[src/rtl/id_ex_stage.sv]
// ID/EX pipeline register for the pipelined MIPS core.
// Captures the decoded control word and operands, and detects load-use
// hazards, inserting a one-cycle bubble for each one. A flush resolved
// in EX squashes the decode instruction. Saturating counters track how
// many stall and flush events have occurred, for performance debug.
module id_ex_stage #(
  parameter int DATA_W = 32,
  parameter int CNT_W  = 16
) (
  input  logic              clk,
  input  logic              rst_n,
  input  logic              id_valid,
  input  logic              id_regwrite,
  input  logic              id_regdst,
  input  logic              id_alusrc,
  input  logic              id_branch,
  input  logic              id_memwrite,
  input  logic              id_memtoreg,
  input  logic              id_jump,
  input  logic              id_b,
  input  logic [3:0]        id_aluctrl,
  input  logic [DATA_W-1:0] id_rd1,
  input  logic [DATA_W-1:0] id_rd2,
  input  logic [DATA_W-1:0] id_imm,
  input  logic [4:0]        id_shamt,
  input  logic [4:0]        id_rs,
  input  logic [4:0]        id_rt,
  input  logic [4:0]        id_rd,
  input  logic [DATA_W-1:0] id_pc4,
  input  logic              flush,
  input  logic              cnt_clr,
  output logic              stall,
  output logic              ex_valid,
  output logic              ex_regwrite,
  output logic              ex_regdst,
  output logic              ex_alusrc,
  output logic              ex_branch,
  output logic              ex_memwrite,
  output logic              ex_memtoreg,
  output logic              ex_jump,
  output logic              ex_b,
  output logic [3:0]        ex_aluctrl,
  output logic [DATA_W-1:0] ex_rd1,
  output logic [DATA_W-1:0] ex_rd2,
  output logic [DATA_W-1:0] ex_imm,
  output logic [DATA_W-1:0] ex_pc4,
  output logic [4:0]        ex_shamt,
  output logic [4:0]        ex_rs,
  output logic [4:0]        ex_rt,
  output logic [4:0]        ex_rd,
  output logic [CNT_W-1:0]  stall_cnt,
  output logic [CNT_W-1:0]  flush_cnt
);

  logic id_uses_rt;
  logic hazard;
  logic take;

  // Load-use detection: a load in EX whose destination feeds the decode
  // instruction. Register $0 never carries a dependency.
  always_comb begin
    id_uses_rt = id_regdst | id_memwrite | id_branch;
    hazard     = ex_valid & ex_memtoreg & ex_regwrite & (ex_rt != 5'd0) & id_valid &
                 ((ex_rt == id_rs) | (id_uses_rt & (ex_rt == id_rt)));
    stall      = hazard & ~flush;
    // Control is only passed on for a real, unsquashed, unstalled instruction.
    // Gating with AND keeps unknown control-unit outputs out of EX.
    take       = id_valid & ~flush & ~stall;
  end

  // Control word register: a bubble (all zero) unless a real instruction advances.
  always_ff @(posedge clk or negedge rst_n) begin
    if (!rst_n) begin
      ex_valid    <= 1'b0;
      ex_regwrite <= 1'b0;
      ex_regdst   <= 1'b0;
      ex_alusrc   <= 1'b0;
      ex_branch   <= 1'b0;
      ex_memwrite <= 1'b0;
      ex_memtoreg <= 1'b0;
      ex_jump     <= 1'b0;
      ex_b        <= 1'b0;
      ex_aluctrl  <= 4'd0;
    end else begin
      ex_valid    <= take;
      ex_regwrite <= take & id_regwrite;
      ex_regdst   <= take & id_regdst;
      ex_alusrc   <= take & id_alusrc;
      ex_branch   <= take & id_branch;
      ex_memwrite <= take & id_memwrite;
      ex_memtoreg <= take & id_memtoreg;
      ex_jump     <= take & id_jump;
      ex_b        <= take & id_b;
      ex_aluctrl  <= id_aluctrl & {4{take}};
    end
  end

  // Datapath register: loads every cycle, so bubbles still carry defined values.
  always_ff @(posedge clk or negedge rst_n) begin
    if (!rst_n) begin
      ex_rd1   <= '0;
      ex_rd2   <= '0;
      ex_imm   <= '0;
      ex_pc4   <= '0;
      ex_shamt <= 5'd0;
      ex_rs    <= 5'd0;
      ex_rt    <= 5'd0;
      ex_rd    <= 5'd0;
    end else begin
      ex_rd1   <= id_rd1;
      ex_rd2   <= id_rd2;
      ex_imm   <= id_imm;
      ex_pc4   <= id_pc4;
      ex_shamt <= id_shamt;
      ex_rs    <= id_rs;
      ex_rt    <= id_rt;
      ex_rd    <= id_rd;
    end
  end

  // Saturating event counters; a clear overrides a simultaneous increment.
  always_ff @(posedge clk or negedge rst_n) begin
    if (!rst_n) begin
      stall_cnt <= '0;
      flush_cnt <= '0;
    end else if (cnt_clr) begin
      stall_cnt <= '0;
      flush_cnt <= '0;
    end else begin
      if (stall && (stall_cnt != '1)) stall_cnt <= stall_cnt + CNT_W'(1);
      if (flush && (flush_cnt != '1)) flush_cnt <= flush_cnt + CNT_W'(1);
    end
  end

endmodule

[config.mk]
export PLATFORM = sky130hd
export DESIGN_NAME = id_ex_stage
export DESIGN_NICKNAME = d
export VERILOG_FILES = /design/src/rtl/id_ex_stage.sv
export SDC_FILE = /design/constraint.sdc
export NUM_CORES = 1
export LEC_CHECK = 0
export ABC_CLOCK_PERIOD_IN_PS = 1700
export CAP_MARGIN = 20
export CORE_AREA = 2 2 141 143
export DETAILED_ROUTE_END_ITERATION = 12
export DIE_AREA = 0 0 143 145
export PLACE_DENSITY = 0.73
export SYNTH_ARGS = -nofsm -noshare
export SYNTH_HDL_FRONTEND = slang
export SYNTH_SLANG_ARGS = --single-unit
[constraint.sdc]
create_clock -name clk -period 1.7 [get_ports clk]
set_input_delay 0.34 -clock clk [delete_from_list [all_inputs] [get_ports clk]]
set_output_delay 0.34 -clock clk [all_outputs]
set_load 0.005 [all_outputs]
==> results of run 1 <==
[layer usage]
metal  global-route usage [%]  up-vias
li1                         -     2278
met1                     22.5     2413
met2                     33.5      186
met3                     5.94       45
met4                     7.87        2
met5                        0        -
[layout by cell type (no fill, tap or decap), types with 6 or more instances in the layout]
cell / synthesis / routed
buf_6: 1 / 13
o31ai_1: 14 / 7
clkdlybuf4s50_1: 0 / 307
nand3_1: 13 / 11
a21oi_1: 21 / 9
or4_4: 1 / 11
nand4_1: 10 / 10
a21oi_2: 0 / 11
dlymetal6s2s_1: 0 / 9
and2_1: 15 / 8
dlygate4sd2_1: 0 / 37
and2_4: 0 / 7
dfrtp_1: 193 / 188
xnor2_1: 19 / 12
o31ai_2: 0 / 6
nand2_1: 11 / 10
buf_4: 0 / 68
clkbuf_16: 0 / 19
buf_12: 0 / 9
xor2_1: 6 / 6
xnor2_2: 0 / 6
nor2_1: 21 / 21
[per-stage QoR]
stage | setup WS (ns) | total power [mW] | utilization, %
final | -0.379 | 10.2 | 61.3
after global routing | -0.453 | 10.5 | 61.3
after CTS | -0.347 | 10.2 | 59.1
after detailed placement | -0.741 | 6.03 | 54.5
after global placement | -0.706 | 6.01 | 54.5
after floorplan | -0.0823 | 5.04 | -
[worst max-delay path by stage]
stage | to | slack (ns) | depth (start not counted)
after global placement | stall | -0.71 | 5
after CTS | stall | -0.35 | 5
after detailed placement | stall | -0.74 | 5
final | stall_cnt[12] | -0.38 | 7
after floorplan | stall_cnt[0] | -0.08 | 8
after global routing | stall_cnt[12] | -0.45 | 7
[worst register-to-register path: stages, from the launching register on]
cell     delay, ns
dfrtp_2       0.47
xnor2_2       0.16
nand4_1       0.17
buf_4         0.17
o22a_4        0.25
buf_12        0.15
or4_4         0.51
a21oi_2       0.13
[sequential cells by signal, summed over array words and instances (netlist names)]
signal and cells:
ex_aluctrl 4, ex_alusrc 1, ex_b 1, ex_branch 1
ex_imm 32, ex_jump 1, ex_memtoreg 1, ex_memwrite 1
ex_pc4 32, ex_rd 5, ex_rd1 32, ex_rd2 32
ex_regdst 1, ex_regwrite 1, ex_rs 5, ex_rt 5
ex_shamt 5, ex_valid 1, flush_cnt 16, stall_cnt 16
[power breakdown]
group | leakage, nW | internal (mW) | switching [mW] | total (mW)
logic | 2.55 | 0.801 | 0.391 | 1.19
clock network | 0.303 | 2.17 | 1.94 | 4.11
registers | 2.34 | 4.78 | 0.0691 | 4.85
[cell families (layout without fill, tap and decap cells)]
| family | count (synthesis) | in the layout | share of synthesized area, % |
|---|---|---|---|
| adders and majority gates | 2 | 2 | 0.412 |
| buffers and inverters | 16 | 485 | 1.34 |
| AOI/OAI and AO/OA | 49 | 49 | 5.21 |
| and+or+nand+nor | 106 | 106 | 9.82 |
| DFF | 193 | 193 | 79.5 |
| xor gates and xnor gates | 25 | 25 | 3.60 |
| other | 0 | 1 | 0 |
| muxes | 1 | 1 | 0.165 |
[what timing repair did]
action / 4_1_cts / 5_1_grt
hold buffers: 1 / 0
setup buffers: 21 / 10
pin swaps: 14 / 24
cloned: 1 / 2
gates resized for setup: 78 / 70
hold endpoints to repair: 38 / 0
endpoints found under the setup margin: 73 / 50
[final cells by class]
cell class                      instances  area (um^2)  area share [%]
Sequential cell                       193         4840            41.0
Timing Repair Buffer                  448         4450            37.8
Multi-Input combinational cell        183         1520            12.9
Clock buffer                           18          439            3.73
Tap cell                              265          332            2.81
Clock inverter                         14          181            1.54
Inverter                                5         18.8           0.159
Antenna cell                            1         2.50          0.0212
==> flow_summary.ini, run 1 <==
[run_status]
status = finished, violations left
violations = setup timing

[floorplanning]
dieHeight_um = 145
io_pins = 359
fp.coreArea_um2 = 19200
initial_utilization_pct = 31.6
die_x_um = 143
row_count = 51
die_area_um2 = 20700

[timing]
worst_hold_slack_ns = 0.340
max_freq_mhz = 481
skew_ns = 0.0170
max_slew.worst_pin.slew_ns = 0.410
final.setup.tns_ns = -6.42
timing.final.crit_share_pct = 122
relSlewSlack_pct = 72.6
grt_setup_unrepaired = yes
setup_viol = 30
drv_slew = 0
fin_ws_ns = -0.379
fin_crit_ns = 2.08
finalHoldViolations = 0

[clock_network]
cts_htree_levels = 4
root_buffer = clkbuf_16
path_clk_slew_ns = 0.08
clockBufferDepth = 2
cts_tree = yes
cts_made_buffers = 17
numClockSinks = 193
clk_latency_ns = 0.43

[final_layout]
drive_gt1_share_pct = 23.5
syn_to_final_growth_pct = 93.8
layout.nets = 1015
fillCellCount = 1484
stdcell_area_um2 = 11800
finalNonFillerCells = 1127

[route]
drtIter0Drc = 105
drt_wl_total_mm = 20.8
wl_met3_mm = 1.34
post-route-drc-count = 0
drt_first_pass_iters = 4
met2_length_mm = 10.9
vias = 4924
wirelength_met1_mm = 7.97
highest_layer = met5
vias_per_cell = 4.37
routedWlPerCell_um = 18.4
final_antenna_net_count = 0

[hold_path]
whs_path_depth = 1
hold_start = id_rd2[3]
hp-class = input pin to flip-flop
hold_end = ex_rd2[3]

[global_routing]
grt_max_degree = 46
overflow = 0
grt_pass1_wl_mm = 29.9
grtUsageTotal_pct = 19.5
grt_antenna_before_repair = 2
grt_pass1_vias = 4993

[critical_path]
regToRegEndpoint = stall_cnt[12]
worstSetupStartpoint = ex_rt[2]
cp_max_fo = 8
worst_r2r_path_depth = 7
path_buf_inv = 2
critPathRequiredTime_ns = 2.06
startpoint_type = flip-flop
slowest_stage = or4_4
r2r-start = ex_rt[2]
crit_family = simple AND/OR/NAND/NOR gates
r2r_setup_slack_ns = -0.38
critPathCaptureType = flip-flop
criticalPathCategory = flip-flop to flip-flop
crit_chain = xnor2_2 > nand4_1 > buf_4 > o22a_4 > buf_12 > or4_4 > a21oi_2
worstPathArrival_ns = 2.44
critical_path.max_stage_delay_ns = 0.51

[synth]
netlist_area_um2 = 6080
synth_fp_nets = 559
yosys_register_bits = 193
synth_top_area_cell = dfrtp_1
yosysWarnings = 0
synthTopCellsByArea = dfrtp_1, xnor2_1, a21oi_1
ys_top_cells_by_count = dfrtp_1, a21oi_1, nor2_1, xnor2_1, and2_1
synth_edf_count = 0
async_flop_share_pct = 100
ys_types = 39
postSynthAreaPerCell_um2 = 15.5
synth_cells = 392
synth_top_area_share_pct = 79.5
synth_ff_type = dfrtp_1
seq_area_frac_synth_pct = 79.5
synth.most_common_cell = dfrtp_1

[power_and_ir_drop]
leakage_nw = 5.19
power_density_nw_per_um2 = 862
vdd_drop_max_mv = 0.670

[placed_design]
dp_cells = 1062
port_buffers = 358
place_hpwl_mm = 15.4
gp_congestion = 0.870
placed_area_um2 = 10500

[job]
cap_viol_max_count = 0
(Power assumes the default switching activity.)
==> inputs of run 2 (changes only) <==
- CAP_MARGIN: 20 -> unset
- CTS_CLUSTER_SIZE: unset -> 8
- HOLD_SLACK_MARGIN: unset -> 0.02
==> results of run 2 <==
The final DEF is identical to that of run 1; final timing and power are the same.
==> inputs of run 3 (changes only) <==
- ABC_AREA: unset -> 1
- ABC_CLOCK_PERIOD_IN_PS: 1700 -> unset
- CORE_AREA: 2 2 141 143 -> unset
- CORE_MARGIN: unset -> 2
- CORE_UTILIZATION: unset -> 35
- CTS_CLUSTER_SIZE: 8 -> unset
- DIE_AREA: 0 0 143 145 -> unset
- PLACE_DENSITY: 0.73 -> 0.78
==> run 3 against run 2 <==
The flow still finishes with violations (setup timing). Clock skew increased by 0.0040 ns. Global-route usage grew 3.6 points. Routed wire length grew 7.1%. Cell area hardly changed. Combinational power grew 4%. Highest routed layer unchanged.
==> flow_summary.ini, run 3 <==
[synth]
async_flop_share_pct = 100
synth_cells = 534
seq_area_frac_synth_pct = 75.2
synth_top_area_cell = dfrtp_1
synth_top_area_share_pct = 75.2
synth_fp_nets = 701
synthTopCellsByArea = dfrtp_1, nand2_1, nor2_1
yosys_register_bits = 193
yosysWarnings = 0
synth.most_common_cell = dfrtp_1
ys_types = 25
synth_ff_type = dfrtp_1
netlist_area_um2 = 6420
synth_edf_count = 0
postSynthAreaPerCell_um2 = 12.0
ys_top_cells_by_count = dfrtp_1, nand2_1, nor2_1, inv_1, nand3_1

[final_layout]
mostFrequentLayoutCells = clkdlybuf4s50_1, dfrtp_1, nand2_1
final_common_cell = clkdlybuf4s50_1
syn_to_final_growth_pct = 83.5
final_util_pct = 65.6
layout.nets = 1151
multi_input_area_um2 = 1550
ff_latch_area_um2 = 4840
finalNonFillerCells = 1229
drive_gt1_share_pct = 18.5
fillCellCount = 1333

[timing]
drv_slew = 0
grt_setup_unrepaired = yes
max_slew.worst_pin.slew_ns = 0.427
finalHoldViolations = 0
final.setup.tns_ns = -1.16
setup_viol = 18
relSlewSlack_pct = 71.5
fin_crit_ns = 1.94
skew_ns = 0.0210
fin_ws_ns = -0.243
timing.final.crit_share_pct = 114
max_freq_mhz = 515

[power_and_ir_drop]
p_sw_share_pct = 24.3
p_int_mw = 7.76
pwr-share-seq_pct = 47.4
vdd_drop_max_mv = 0.675
leakage_nw = 5.54
power_density_nw_per_um2 = 870
p_comb_share_pct = 12.1
p_sw_mw = 2.50
power_mw = 10.3
clock_power_share_pct = 40.5

[clock_network]
clk_latency_ns = 0.43
path_clk_slew_ns = 0.09
root_buffer = clkbuf_16
cts_htree_levels = 4
cts_tree = yes
clockBufferDepth = 2
cts_made_buffers = 17
numClockSinks = 193

[critical_path]
criticalPathCategory = flip-flop to output port
startpoint_type = flip-flop
worstPathArrival_ns = 1.60
critPathRequiredTime_ns = 1.36
critPathCaptureType = output port
cp_max_fo = 3

[floorplanning]
row_count = 49
die_area_um2 = 19500
io_pins = 359
fp.coreArea_um2 = 18000
dieHeight_um = 139
initial_utilization_pct = 35.8
die_x_um = 139

[placed_design]
port_buffers = 358
gp_congestion = 0.845
place_hpwl_mm = 16.4
dp_cells = 1161
dp_slack_ns = -0.551

[route]
drt_first_pass_iters = 4
drtIter0Drc = 336
vias_per_cell = 4.55
vias = 5587
routedWlPerCell_um = 18.1
final_antenna_net_count = 0
drt_wl_total_mm = 22.2
post-route-drc-count = 0

[global_routing]
grt_max_degree = 46
grtUsageTotal_pct = 23.2
grt_pass1_vias = 5888
grt_pass1_wl_mm = 34.0
grt_antenna_before_repair = 4
overflow = 0

[hold_path]
hp-class = input pin to flip-flop

[job]
cap_viol_max_count = 0

[run_status]
status = finished, violations left
violations = setup timing
## run 3: layout make-up
| class | count | area share (%) |
|---|---|---|
| clock buffers | 18 | 3.73 |
| diodes | 3 | 0.0637 |
| well taps | 229 | 2.43 |
| repair buffers | 440 | 36.5 |
| flip-flops and latches | 193 | 41.0 |
| clock inverters | 14 | 1.52 |
| inverters | 50 | 1.59 |
| multi-input cells | 282 | 13.1 |
## run 3: repair_timing
item,CTS,global route
setup endpoints to repair,57,57
setup buffers,38,3
gates resized for setup,85,41
gates cloned,3,0
pin swaps,14,12
endpoints found under the hold margin,34,0
hold buffers,1,0
## run 3: layer usage
metal,up-vias,part of all wire [%],GRT usage (%),wire length [um]
met5,-,0.12,0,27
met4,4,0.85,4.63,189
met3,19,9.7,10.3,2160
met2,254,49,38.1,11000
met1,2726,40,28.5,8900
li1,2584,-,-,-
## run 3: kinds of logic after synthesis
| logic type | Yosys count | synth area share (%) |
|---|---|---|
| DFF | 193 | 75.2 |
| AOI/OAI and AO/OA | 12 | 1.38 |
| xor gates and xnor gates | 17 | 2.32 |
| buffers and inverters | 60 | 3.82 |
| adders and majority gates | 2 | 0.389 |
| and+or+nand+nor | 250 | 16.9 |
## run 3: per-stage QoR
step | hold WS [ns] | area [um^2]
floorplan | 0.0444 | 6420
global placement | 0.308 | 10700
detailed placement | 0.304 | 10700
CTS | 0.318 | 11700
global route | 0.308 | 11800
finish | 0.338 | 11800
## run 3: power by group through the flow
stage	combinational (mW)	clock [mW]	sequential [mW]
CTS	1.25	4.24	4.86
finish	1.24	4.15	4.86
global placement	1.18	0	4.94
global route	1.33	4.43	4.88
detailed placement	1.19	0	4.95
floorplan	0.118	0	4.98
## run 3: path summary, 6_finish.rpt
kind                         startpoint            to  slack (ns)  depth (start not counted)
max in group asynchronous         rst_n     ex_imm[4]        0.70                          3
setup / recovery               ex_rt[3]         stall       -0.24                          9
min in group asynchronous         rst_n  stall_cnt[6]        0.41                          2
hold reg to reg            flush_cnt[5]  flush_cnt[5]        0.61                          3
hold / removal                id_pc4[9]     ex_pc4[9]        0.34                          1
setup reg to reg               ex_rt[3]  stall_cnt[3]       -0.07                         12
## run 3: worst max-delay path: stages (launching register included)
cell	delay [ns]
dfrtp_1	0.42
buf_6	0.14
nand2_4	0.05
nand2_2	0.05
nor2_2	0.12
nand3_1	0.11
nand2_2	0.09
nand2_2	0.06
inv_2	0.05
buf_6	0.08
